File: src/rtl/alu_rs_pkg.sv
// alu_rs_pkg: shared types, width defaults and selection helpers for the ALU
// reservation station (alu_issue_queue) and its optional age matrix.
//
// Contents:
//   WIDTH_DEFAULT / ROB_W_DEFAULT / CTRL_W_DEFAULT : default field widths
//   MAX_DEPTH     : largest station depth the select helpers handle
//   rs_entry_t    : one station entry at the default widths
//   rs_vec_t      : request/grant vector, MAX_DEPTH bits
//   rs_mat_t      : age matrix, row i bit j set = entry j older than entry i
//   lowest_select : one-hot grant of the lowest-index request
//   oldest_select : one-hot grant of the request with no older requester
package alu_rs_pkg;

  localparam int WIDTH_DEFAULT  = 32;
  localparam int ROB_W_DEFAULT  = 3;
  localparam int CTRL_W_DEFAULT = 4;
  localparam int MAX_DEPTH      = 16;

  typedef struct packed {
    logic                      valid;
    logic                      rdy1;
    logic                      rdy2;
    logic [WIDTH_DEFAULT-1:0]  val1;
    logic [WIDTH_DEFAULT-1:0]  val2;
    logic [ROB_W_DEFAULT-1:0]  tag1;
    logic [ROB_W_DEFAULT-1:0]  tag2;
    logic [CTRL_W_DEFAULT-1:0] ctrl;
    logic [ROB_W_DEFAULT-1:0]  rob;
  } rs_entry_t;

  typedef logic [MAX_DEPTH-1:0]                rs_vec_t;
  typedef logic [MAX_DEPTH-1:0][MAX_DEPTH-1:0] rs_mat_t;

  function automatic rs_vec_t lowest_select(input rs_vec_t req);
    rs_vec_t g;
    g = '0;
    for (int i = 0; i < MAX_DEPTH; i++) begin
      if (req[i] && (g == '0)) g[i] = 1'b1;
    end
    return g;
  endfunction

  // Valid entries form a total order, so exactly one requester has no
  // requesting entry older than itself.
  function automatic rs_vec_t oldest_select(input rs_vec_t req, input rs_mat_t older);
    rs_vec_t g;
    g = '0;
    for (int i = 0; i < MAX_DEPTH; i++) begin
      g[i] = req[i] && ((older[i] & req) == '0);
    end
    return g;
  endfunction

endpackage

File: src/rtl/alu_rs_age_matrix.sv
// alu_rs_age_matrix: DEPTH x DEPTH age matrix giving oldest-first grant.
// Only instantiated when ALU_RS_AGE_SELECT_EN is defined.
//
// Ports:
//   clk, reset   : clock, asynchronous active-high reset
//   alloc_oh     : one-hot entry being allocated this cycle (or zero)
//   free_oh      : one-hot entry being freed this cycle (or zero)
//   req          : entries requesting issue
//   grant        : one-hot oldest requesting entry (zero if no request)
//
// Row i bit j set means entry j is older than entry i. An allocated row is
// set to "everyone else is older"; its column is cleared so no other entry
// treats it as older. Bits pointing at invalid entries are harmless since
// invalid entries never request, and they are rewritten on reallocation.
module alu_rs_age_matrix
  import alu_rs_pkg::*;
#(
  parameter int DEPTH = 4
) (
  input  logic             clk,
  input  logic             reset,
  input  logic [DEPTH-1:0] alloc_oh,
  input  logic [DEPTH-1:0] free_oh,
  input  logic [DEPTH-1:0] req,
  output logic [DEPTH-1:0] grant
);

  logic [DEPTH-1:0] older_q [DEPTH];
  logic [DEPTH-1:0] older_d [DEPTH];
  rs_mat_t          older_m;

  always_comb begin
    for (int i = 0; i < DEPTH; i++) begin
      if (alloc_oh[i]) older_d[i] = ~alloc_oh & ~free_oh;
      else             older_d[i] = older_q[i] & ~alloc_oh & ~free_oh;
    end
  end

  always_ff @(posedge clk or posedge reset) begin
    if (reset) begin
      for (int i = 0; i < DEPTH; i++) older_q[i] <= '0;
    end else begin
      for (int i = 0; i < DEPTH; i++) older_q[i] <= older_d[i];
    end
  end

  always_comb begin
    older_m = '0;
    for (int i = 0; i < DEPTH; i++) begin
      for (int j = 0; j < DEPTH; j++) older_m[i][j] = older_q[i][j];
    end
    grant = DEPTH'(oldest_select(rs_vec_t'(req), older_m));
  end

endmodule

File: src/rtl/alu_issue_queue.sv
// alu_issue_queue: DEPTH-entry ALU reservation station with CDB wakeup,
// one-per-cycle select and a registered valid/ready issue port.
//
// Optional feature macro: ALU_RS_AGE_SELECT_EN
//   defined   -> oldest-first select through alu_rs_age_matrix
//   undefined -> lowest requesting index wins
//
// Ports:
//   clk, reset                 : clock, asynchronous active-high reset
//   flush                      : synchronous clear of entries and issue reg
//   disp_valid / disp_ready    : dispatch handshake (ready = free entry)
//   disp_rdy*/val*/tag*        : operand state at dispatch
//   disp_ctrl, disp_rob        : ALU control, destination ROB tag
//   cdb_valid/tag/value        : result broadcast for wakeup
//   issue_valid / issue_ready  : issue handshake toward the ALU
//   issue_src1/2, ctrl, rob    : issued op
//   occupancy                  : valid entries, issue register excluded
// DEPTH must not exceed alu_rs_pkg::MAX_DEPTH.
module alu_issue_queue
  import alu_rs_pkg::*;
#(
  parameter  int WIDTH  = alu_rs_pkg::WIDTH_DEFAULT,
  parameter  int ROB_W  = alu_rs_pkg::ROB_W_DEFAULT,
  parameter  int CTRL_W = alu_rs_pkg::CTRL_W_DEFAULT,
  parameter  int DEPTH  = 4,
  localparam int OCC_W  = $clog2(DEPTH + 1)
) (
  input  logic              clk,
  input  logic              reset,
  input  logic              flush,
  input  logic              disp_valid,
  output logic              disp_ready,
  input  logic              disp_rdy1,
  input  logic              disp_rdy2,
  input  logic [WIDTH-1:0]  disp_val1,
  input  logic [WIDTH-1:0]  disp_val2,
  input  logic [ROB_W-1:0]  disp_tag1,
  input  logic [ROB_W-1:0]  disp_tag2,
  input  logic [CTRL_W-1:0] disp_ctrl,
  input  logic [ROB_W-1:0]  disp_rob,
  input  logic              cdb_valid,
  input  logic [ROB_W-1:0]  cdb_tag,
  input  logic [WIDTH-1:0]  cdb_value,
  output logic              issue_valid,
  input  logic              issue_ready,
  output logic [WIDTH-1:0]  issue_src1,
  output logic [WIDTH-1:0]  issue_src2,
  output logic [CTRL_W-1:0] issue_ctrl,
  output logic [ROB_W-1:0]  issue_rob,
  output logic [OCC_W-1:0]  occupancy
);

  typedef struct packed {
    logic              valid;
    logic              rdy1;
    logic              rdy2;
    logic [WIDTH-1:0]  val1;
    logic [WIDTH-1:0]  val2;
    logic [ROB_W-1:0]  tag1;
    logic [ROB_W-1:0]  tag2;
    logic [CTRL_W-1:0] ctrl;
    logic [ROB_W-1:0]  rob;
  } entry_t;

  entry_t ent_q [DEPTH];
  entry_t ent_d [DEPTH];
  entry_t new_ent;

  logic              iss_valid_q, iss_valid_d;
  logic [WIDTH-1:0]  iss_src1_q, iss_src1_d;
  logic [WIDTH-1:0]  iss_src2_q, iss_src2_d;
  logic [CTRL_W-1:0] iss_ctrl_q, iss_ctrl_d;
  logic [ROB_W-1:0]  iss_rob_q, iss_rob_d;
  logic [OCC_W-1:0]  occ_q, occ_d;

  logic [DEPTH-1:0]  valid_vec, req, grant, alloc_oh;
  logic              can_select, do_select, do_alloc;
  logic [WIDTH-1:0]  sel_val1, sel_val2;
  logic [CTRL_W-1:0] sel_ctrl;
  logic [ROB_W-1:0]  sel_rob;

  // Requests come from registered state only: an operand woken this cycle
  // requests next cycle.
  for (genvar gi = 0; gi < DEPTH; gi++) begin : g_req
    assign valid_vec[gi] = ent_q[gi].valid;
    assign req[gi]       = ent_q[gi].valid & ent_q[gi].rdy1 & ent_q[gi].rdy2;
  end

  assign disp_ready = (occ_q < OCC_W'(DEPTH));
  assign can_select = !iss_valid_q || issue_ready;
  assign do_select  = can_select && (|req) && !flush;
  assign do_alloc   = disp_valid && disp_ready && !flush;
  // Free slots come from registered valid bits, so a slot freed by this
  // cycle's select is not reused until the next cycle.
  assign alloc_oh   = do_alloc ? DEPTH'(lowest_select(rs_vec_t'(~valid_vec))) : '0;

`ifdef ALU_RS_AGE_SELECT_EN
  alu_rs_age_matrix #(.DEPTH(DEPTH)) u_age (
    .clk      (clk),
    .reset    (reset),
    .alloc_oh (alloc_oh),
    .free_oh  (do_select ? grant : '0),
    .req      (req),
    .grant    (grant)
  );
`else
  assign grant = DEPTH'(lowest_select(rs_vec_t'(req)));
`endif

  always_comb begin
    sel_val1 = '0;
    sel_val2 = '0;
    sel_ctrl = '0;
    sel_rob  = '0;
    for (int i = 0; i < DEPTH; i++) begin
      if (grant[i]) begin
        sel_val1 = ent_q[i].val1;
        sel_val2 = ent_q[i].val2;
        sel_ctrl = ent_q[i].ctrl;
        sel_rob  = ent_q[i].rob;
      end
    end
  end

  // Incoming entry with same-cycle CDB bypass for not-yet-ready operands.
  always_comb begin
    new_ent       = '0;
    new_ent.valid = 1'b1;
    new_ent.tag1  = disp_tag1;
    new_ent.tag2  = disp_tag2;
    new_ent.ctrl  = disp_ctrl;
    new_ent.rob   = disp_rob;
    if (disp_rdy1) begin
      new_ent.rdy1 = 1'b1;
      new_ent.val1 = disp_val1;
    end else if (cdb_valid && (cdb_tag == disp_tag1)) begin
      new_ent.rdy1 = 1'b1;
      new_ent.val1 = cdb_value;
    end
    if (disp_rdy2) begin
      new_ent.rdy2 = 1'b1;
      new_ent.val2 = disp_val2;
    end else if (cdb_valid && (cdb_tag == disp_tag2)) begin
      new_ent.rdy2 = 1'b1;
      new_ent.val2 = cdb_value;
    end
  end

  always_comb begin
    for (int i = 0; i < DEPTH; i++) begin
      ent_d[i] = ent_q[i];
      if (cdb_valid && ent_q[i].valid) begin
        if (!ent_q[i].rdy1 && (ent_q[i].tag1 == cdb_tag)) begin
          ent_d[i].rdy1 = 1'b1;
          ent_d[i].val1 = cdb_value;
        end
        if (!ent_q[i].rdy2 && (ent_q[i].tag2 == cdb_tag)) begin
          ent_d[i].rdy2 = 1'b1;
          ent_d[i].val2 = cdb_value;
        end
      end
      if (do_select && grant[i]) ent_d[i].valid = 1'b0;
      if (alloc_oh[i])           ent_d[i] = new_ent;
      if (flush)                 ent_d[i].valid = 1'b0;
    end
  end

  // The issue register only reloads when empty or draining, which keeps
  // issue_* stable while the ALU stalls.
  always_comb begin
    iss_valid_d = iss_valid_q;
    iss_src1_d  = iss_src1_q;
    iss_src2_d  = iss_src2_q;
    iss_ctrl_d  = iss_ctrl_q;
    iss_rob_d   = iss_rob_q;
    if (flush) begin
      iss_valid_d = 1'b0;
    end else if (can_select) begin
      iss_valid_d = |req;
      if (|req) begin
        iss_src1_d = sel_val1;
        iss_src2_d = sel_val2;
        iss_ctrl_d = sel_ctrl;
        iss_rob_d  = sel_rob;
      end
    end
    if (flush) occ_d = '0;
    else       occ_d = occ_q + OCC_W'(do_alloc) - OCC_W'(do_select);
  end

  always_ff @(posedge clk or posedge reset) begin
    if (reset) begin
      for (int i = 0; i < DEPTH; i++) ent_q[i] <= '0;
      iss_valid_q <= 1'b0;
      iss_src1_q  <= '0;
      iss_src2_q  <= '0;
      iss_ctrl_q  <= '0;
      iss_rob_q   <= '0;
      occ_q       <= '0;
    end else begin
      for (int i = 0; i < DEPTH; i++) ent_q[i] <= ent_d[i];
      iss_valid_q <= iss_valid_d;
      iss_src1_q  <= iss_src1_d;
      iss_src2_q  <= iss_src2_d;
      iss_ctrl_q  <= iss_ctrl_d;
      iss_rob_q   <= iss_rob_d;
      occ_q       <= occ_d;
    end
  end

  assign issue_valid = iss_valid_q;
  assign issue_src1  = iss_src1_q;
  assign issue_src2  = iss_src2_q;
  assign issue_ctrl  = iss_ctrl_q;
  assign issue_rob   = iss_rob_q;
  assign occupancy   = occ_q;

endmodule

File: config.mk
export PLATFORM = sky130hd
export DESIGN_NAME = alu_issue_queue
export DESIGN_NICKNAME = d
export VERILOG_FILES = /design/src/rtl/alu_rs_pkg.sv /design/src/rtl/alu_rs_age_matrix.sv /design/src/rtl/alu_issue_queue.sv
export SDC_FILE = /design/constraint.sdc
export NUM_CORES = 1
export LEC_CHECK = 0
export CORE_MARGIN = 2
export CORE_UTILIZATION = 48
export CTS_CLUSTER_SIZE = 30
export DETAILED_ROUTE_END_ITERATION = 12
export GPL_ROUTABILITY_DRIVEN = 0
export MAX_ROUTING_LAYER = met4
export PLACE_DENSITY = 0.73
export SYNTH_ARGS = -nofsm -noshare
export SYNTH_HDL_FRONTEND = slang
export SYNTH_HIERARCHICAL = 1
export SYNTH_SLANG_ARGS = --single-unit
export TNS_END_PERCENT = 10
File: constraint.sdc
create_clock -name clk -period 21.2 [get_ports clk]
set_clock_uncertainty 0.1 [all_clocks]
set_input_delay 3.18 -clock clk [delete_from_list [all_inputs] [get_ports clk]]
set_output_delay 3.18 -clock clk [all_outputs]
set_load 0.02 [all_outputs]
# Yosys cells after proc, flatten, opt, wreduce, memory -nomap -nowiden
# Cells that the tools add are included.
word_totals:
  word_cells: 205
  register_bits: 395
  output_inout_bits: 76
  inputBits: 120
classes:
  reduce_logical: 70
  n_addsub: 2
  mux: 68
  eq_ne: 10
  n_bitwise: 12
  magnitude_cmp: 1
ops:
  columns: ["op", "n"]
  rows:
  - ["2-to-1 mux 32 bit", 20]
  - ["2-to-1 mux 80 bit", 4]
  - ["2-to-1 mux 66 bit", 4]
  - ["== test 3 bit", 10]
  - ["2-to-1 mux 1 bit", 30]
  - ["logical AND 1 bit", 28]
  - ["nonzero test 2 bit", 13]
  - ["2-to-1 mux 4 bit", 5]
  - ["AND reduction 2 bit", 8]
  - ["2-to-1 mux 3 bit", 5]
  - ["nonzero test 3 bit", 4]
  - ["zero test 1 bit", 10]
  - ["bitwise AND 1 bit", 8]
  - ["zero test 3 bit", 2]
  - ["zero test 2 bit", 2]
  - ["inverter 4 bit", 1]
  - ["OR reduction 4 bit", 1]
  - ["adder 3 x 1 -> 3 bit", 1]
  - ["less-than comparator 3 bit, second input constant", 1]
  - ["inverter 1 bit", 3]
  - ["AND reduction 3 bit", 1]
  - ["subtractor 3 x 1 -> 3 bit", 1]
  - ["logical OR 1 bit", 1]

# Logic depth before layout (Yosys ltp)
depth:
  word_depth: 16
  mapped_depth: 15
  depth_no_buf: 11

# Worst setup path before layout
# Ideal clock, no wire load.
synth_path:
  kind: "in2reg"
  from: "in flush"
  to: "reg occ_q[2], in the netlist occupancy[2]"
  stages: 12
  arrival_time_ns: 5.013
  t_required_ns: 20.970
  setup_time_ns: 0.130
  n_path_buf: 3
  setup_slack_ns: 15.957
  cell_sequence: "clkbuf_1 a211o_1 buf_4 buf_4 inv_1 ha_1 inv_1 ha_1 inv_1 fa_1 xnor2_1 nor2_1"
synth_via:
  elab_chain_len: 5
  elab_cells_between_ends: 6
  classes_between: "add/sub (2); mux (1); reduce/logical (3)"
synth_lines:
  columns: ["element", "line", "text"]
  rows:
  - ["start, declared", "alu_issue_queue.sv:30", "input logic flush,"]
  - ["zero test 1 bit", "alu_issue_queue.sv:91, alu_issue_queue.sv:92", null]
  - ["logical AND 1 bit", "alu_issue_queue.sv:92", "assign do_alloc = disp_valid && disp_ready && !flush;"]
  - ["adder 3 x 1 -> 3 bit", "alu_issue_queue.sv:188", "else occ_d = occ_q + OCC_W'(do_alloc) - OCC_W'(do_select);"]
  - ["subtractor 3 x 1 -> 3 bit", "alu_issue_queue.sv:188", null]
  - ["2-to-1 mux 3 bit *", "alu_issue_queue.sv:187", "if (flush) occ_d = '0;"]
  - ["via occ_d[2]", "alu_issue_queue.sv:74", "logic [OCC_W-1:0] occ_q, occ_d;"]
  - ["end signal, assigned", "alu_issue_queue.sv:199", "occ_q <= '0;"]
  - ["end signal, assigned", "alu_issue_queue.sv:207", "occ_q <= occ_d;"]
  - ["end, declared", "alu_issue_queue.sv:74", null]
# Mark *: on every way through the listed nets, which the timed path passes. The rest lies on a longest branch.
# A chain may end at the register's enable or synchronous reset.

# Worst setup path in the final report
layout_path:
  from: "in cdb_tag[1]"
  to: "reg, netlist name ent_q[254]"
layout_via:
  elab_chain_len: 5
  elab_cells_between_ends: 9
  classes_between: "eq/ne (2); mux (3); reduce/logical (4)"
layout_lines:
  columns: ["element", "line", "text"]
  rows:
  - ["start, declared", "alu_issue_queue.sv:42", "input logic [ROB_W-1:0] cdb_tag,"]
  - ["== test 3 bit", "alu_issue_queue.sv:143", "end else if (cdb_valid && (cdb_tag == disp_tag2)) begin"]
  - ["logical AND 1 bit", "alu_issue_queue.sv:143", null]
  - ["2-to-1 mux 32 bit", "alu_issue_queue.sv:143", null]
  - ["2-to-1 mux 32 bit", "alu_issue_queue.sv:140", "if (disp_rdy2) begin"]
  - ["2-to-1 mux 80 bit", "alu_issue_queue.sv:163", "if (alloc_oh[i]) ent_d[i] = new_ent;"]
# Several ways; a longest one is shown, not always the timed one.

==> PnR_summary.wiki <==
{| class="wikitable"
! Metric !! Value
|-
| Yosys Warn Count || 6
|-
| Setup repair after global routing missed its margin || false
|-
| Worst Path Required || around 21 ns
|-
| Via-to-Cell Ratio || 6.29
|-
| Post-Layout Inst Area || between 20000 and 25000 sq um
|-
| DRC || 0
|-
| Number of rows in the core area || 74
|-
| Area of the die || between 40000 and 50000 sq um
|-
| Total leakage power || 9.96 nW
|-
| Synth cell count leaders || sky130_fd_sc_hd__dfrtp_1 (395), sky130_fd_sc_hd__nand2_1 (339), sky130_fd_sc_hd__inv_1 (262), sky130_fd_sc_hd__o221ai_1 (256), sky130_fd_sc_hd__clkbuf_1 (138)
|-
| Post-route minimum period || 5.99 ns
|-
| Number of H-tree branching levels || 2
|-
| Max-Cap Viols || 0
|-
| Post-synthesis cell count || between 2000 and 2500
|-
| FFs w/ async S/R, synth || 1.00
|-
| Via count || roughly 17000
|-
| Number of different library cells in the post-synthesis netlist || 48
|-
| Clock root cell || sky130_fd_sc_hd__clkbuf_16
|-
| Area share of the largest cell type after synthesis || 0.499
|-
| Area contributors post-synth || sky130_fd_sc_hd__dfrtp_1 (50%), sky130_fd_sc_hd__o221ai_1 (11%), sky130_fd_sc_hd__nand2_1 (6.4%), sky130_fd_sc_hd__inv_1 (5.0%), sky130_fd_sc_hd__a221o_1 (2.9%)
|-
| Layout overhead on the synthesized area || 17.2%
|-
| Cell breakdown of the critical path || clkdlybuf4s50_1 -> xor2_1 -> nor4_4 -> buf_4 -> or2_2 -> o221ai_1
|-
| Share of the cycle needed by the critical path after routing || 0.283
|-
| Layout cell share with drive strength beyond 1 || 0.0807
|-
| Sequential fraction of the synthesis area || 0.499
|-
| Total GRT Usage || 0.307
|-
| Sink count of the clock tree || slightly below 400
|-
| Initial DRT Pass Iterations || 5
|-
| Slew at the pin closest to its max-slew limit || between 1 and 1.5 ns
|-
| Number of antenna violations at the first check in global routing || 1
|-
| Startpoint-to-endpoint class of the critical path || in2reg
|-
| IO Port Bufs || just under 200
|-
| Source-to-sink clock delay at the later pin of the worst-skew pair || ~0.55 ns
|-
| Placed Instance Area || roughly 22000 sq um
|-
| Critical path capture point || ent_q[254]$_DFFE_PP0P_
|-
| Effective utilization at floorplan || 0.485
|-
| Library cell with the highest instance count after synthesis || sky130_fd_sc_hd__dfrtp_1
|-
| Critical path peak fanout || 34
|-
| Worst hold-check path type || reg2reg
|-
| Flip-flop and latch count after synthesis || about 400
|-
| CTS max path bufs || 3
|-
| Total grt overflow || 0
|-
| Setup_tns || 0 ns
|-
| Sort of element at the start of the critical path || input pin
|-
| Die height || 207 microns
|-
| Highest-delay cell along the critical path || sky130_fd_sc_hd__or2_2
|-
| Syn Std Cell Area || 19800 sq um
|-
| Result of the run || complete, no violations
|-
| Final-report hold violation count || 0
|-
| Ports || just under 200
|-
| Quantity of hold-fixing buffers added after cts || 0
|-
| DRT iter0 DRCs || ~1600
|-
| Number of antenna-violating nets in the routed design || 0
|-
| Leading register cell type out of synthesis || sky130_fd_sc_hd__dfrtp_1
|-
| Post-CTS Resized || 0
|-
| Layout Nets || 2258
|-
| Max Freq || between 150 and 200 MHz
|-
| Syn nets || between 2000 and 2500
|-
| Maximum number of pins on one net before global-route repair || ~100
|-
| Category of the worst setup path capture point || flip-flop
|-
| Cell taking the most area after synthesis || sky130_fd_sc_hd__dfrtp_1
|-
| Max VDD drop || approximately 0.063 mV
|-
| Post-CTS setup-driven buffer insertion count || 0
|-
| Endpoint of the most critical register-to-register path || issue_src2[30]$_DFFE_PP0P_
|-
| Worst max-slew margin expressed relative to the limit || 0.195
|-
| Placed wire-length estimate after detailed placement || 35600 microns
|-
| Routed length per placed instance || roughly 24 microns
|-
| Worst reg2reg startpoint || ent_q[319]$_DFFE_PP0P_
|-
| Post-synth EDFFs || 0
|-
| Power per standard cell area || ~120 nW/um^2
|-
| Slack of the worst reg-to-reg path || about 17 ns
|-
| Hold depth || 2
|-
| Number of buffers added by the clock tree synthesis step || 42
|-
| Worst stage delay on the critical path || between 0.8 and 0.9 ns
|-
| Via count of the first global-routing pass || around 17000
|-
| TritonCTS clock tree || built
|-
| Wire length of the first global-routing pass || between 100000 and 150000 microns
|-
| Number of cells on the worst reg-to-reg path || 6
|-
| Data arrival at the endpoint of the critical path || ~6.3 ns
|-
| Final count of negative-setup-slack endpoints || 0
|-
| Worst setup path startpoint || cdb_tag[1]
|-
| Clock slew at the register clock pins of the worst setup and hold paths || ~0.060 ns
|-
| Horizontal die dimension || ~210 microns
|-
| Slew Viols, Final || 0
|-
| Avg Inst Size Synth || around 9.5 sq um
|-
| Core Box Area || around 40000 sq um
|-
| Post-detailed-routing wire length || about 65000 microns
|}
state kept, by name, indices dropped and copies added, names as in the netlist:
name         flops
issue_src2      32
issue_src1      32
issue_valid      1
ent_q          320
issue_ctrl       4
issue_rob        3
occupancy        3
per-stage QoR:
step	setup WS, ns	std cells	power [mW]	hold WS, ns	util
2_1_floorplan	6.94	2084	1.65	0.346	-
3_3_place_gp	14.80	2623	1.91	0.357	0.534
3_5_place_dp	14.75	2623	1.95	0.363	0.534
4_1_cts	15.31	2700	2.70	0.383	0.569
5_1_grt	15.13	2701	2.83	0.394	0.569
6_report	15.21	2701	2.70	0.381	0.569
cell families (layout without fill, tap and decap cells):
family / Yosys count / count (layout) / synth area share
simple gates: 598 / 598 / 0.138
compound gates: 537 / 537 / 0.223
buf+inv: 480 / 564 / 0.0991
flops: 395 / 395 / 0.499
mux: 39 / 39 / 0.0242
xor+xnor: 32 / 32 / 0.0141
fa+ha+maj: 3 / 3 / 0.00227
other cells: 0 / 1 / 0
worst min path at each step:
stage,endpoint,slack [ns],start
after CTS,ent_q[6]$_DFFE_PP0P_,0.38,ent_q[6]$_DFFE_PP0P_
after global placement,ent_q[3]$_DFFE_PP0P_,0.36,ent_q[3]$_DFFE_PP0P_
final,ent_q[6]$_DFFE_PP0P_,0.38,ent_q[6]$_DFFE_PP0P_
after global routing,ent_q[6]$_DFFE_PP0P_,0.39,ent_q[6]$_DFFE_PP0P_
after detailed placement,ent_q[242]$_DFFE_PP0P_,0.36,ent_q[242]$_DFFE_PP0P_
after floorplan,ent_q[0]$_DFFE_PP0P_,0.35,ent_q[0]$_DFFE_PP0P_
report_power, final:
group	leakage (nW)	internal [mW]	switching, mW
sequential	4.75	1.03	0.173
combinational	4.51	0.342	0.412
clock	0.698	0.441	0.310
area by class of cell:
cell class / count / area (sq um)
clock buffer: 65 / 1280
timing repair buffer: 225 / 2170
fill: 3402 / 17600
antenna: 1 / 2.50
inverter: 262 / 991
multi-input combinational: 1209 / 8100
sequential: 395 / 9880
tap: 532 / 666
clock inverter: 12 / 131
layout by cell type, fill, tap and decap left out, types with 10 or more instances in the layout:
cell type and instances:
sky130_fd_sc_hd__dfrtp_1 395, sky130_fd_sc_hd__nand2_1 339, sky130_fd_sc_hd__inv_1 261, sky130_fd_sc_hd__o221ai_1 256
sky130_fd_sc_hd__clkdlybuf4s50_1 193, sky130_fd_sc_hd__nor2_1 76, sky130_fd_sc_hd__nor2b_1 66, sky130_fd_sc_hd__a22oi_1 64
sky130_fd_sc_hd__nand3_1 59, sky130_fd_sc_hd__a211oi_1 58, sky130_fd_sc_hd__a221o_1 58, sky130_fd_sc_hd__a21oi_1 57
sky130_fd_sc_hd__clkbuf_16 43, sky130_fd_sc_hd__buf_4 30, sky130_fd_sc_hd__mux2_2 28, sky130_fd_sc_hd__xor2_1 25
sky130_fd_sc_hd__nand4_1 15, sky130_fd_sc_hd__o311a_1 14, sky130_fd_sc_hd__o2bb2ai_1 13, sky130_fd_sc_hd__clkbuf_8 12
sky130_fd_sc_hd__mux2_4 11, sky130_fd_sc_hd__clkbuf_1 10
metal layers:
layer	global-route usage	vias to the layer above	wire length, microns
met2	0.486	987	30600
met5	-	-	0
met4	0.113	0	2490
met3	0.0491	203	5750
li1	-	7492	-
met1	0.399	8319	25800
critical path: cells and delay by family:
family	cells	cell delay, ns
buffers and inverters	2	1.38
AOI/OAI and AO/OA	1	0.29
and+or+nand+nor	2	1.16
xor gates and xnor gates	1	0.23
(Power assumes the default switching activity.)
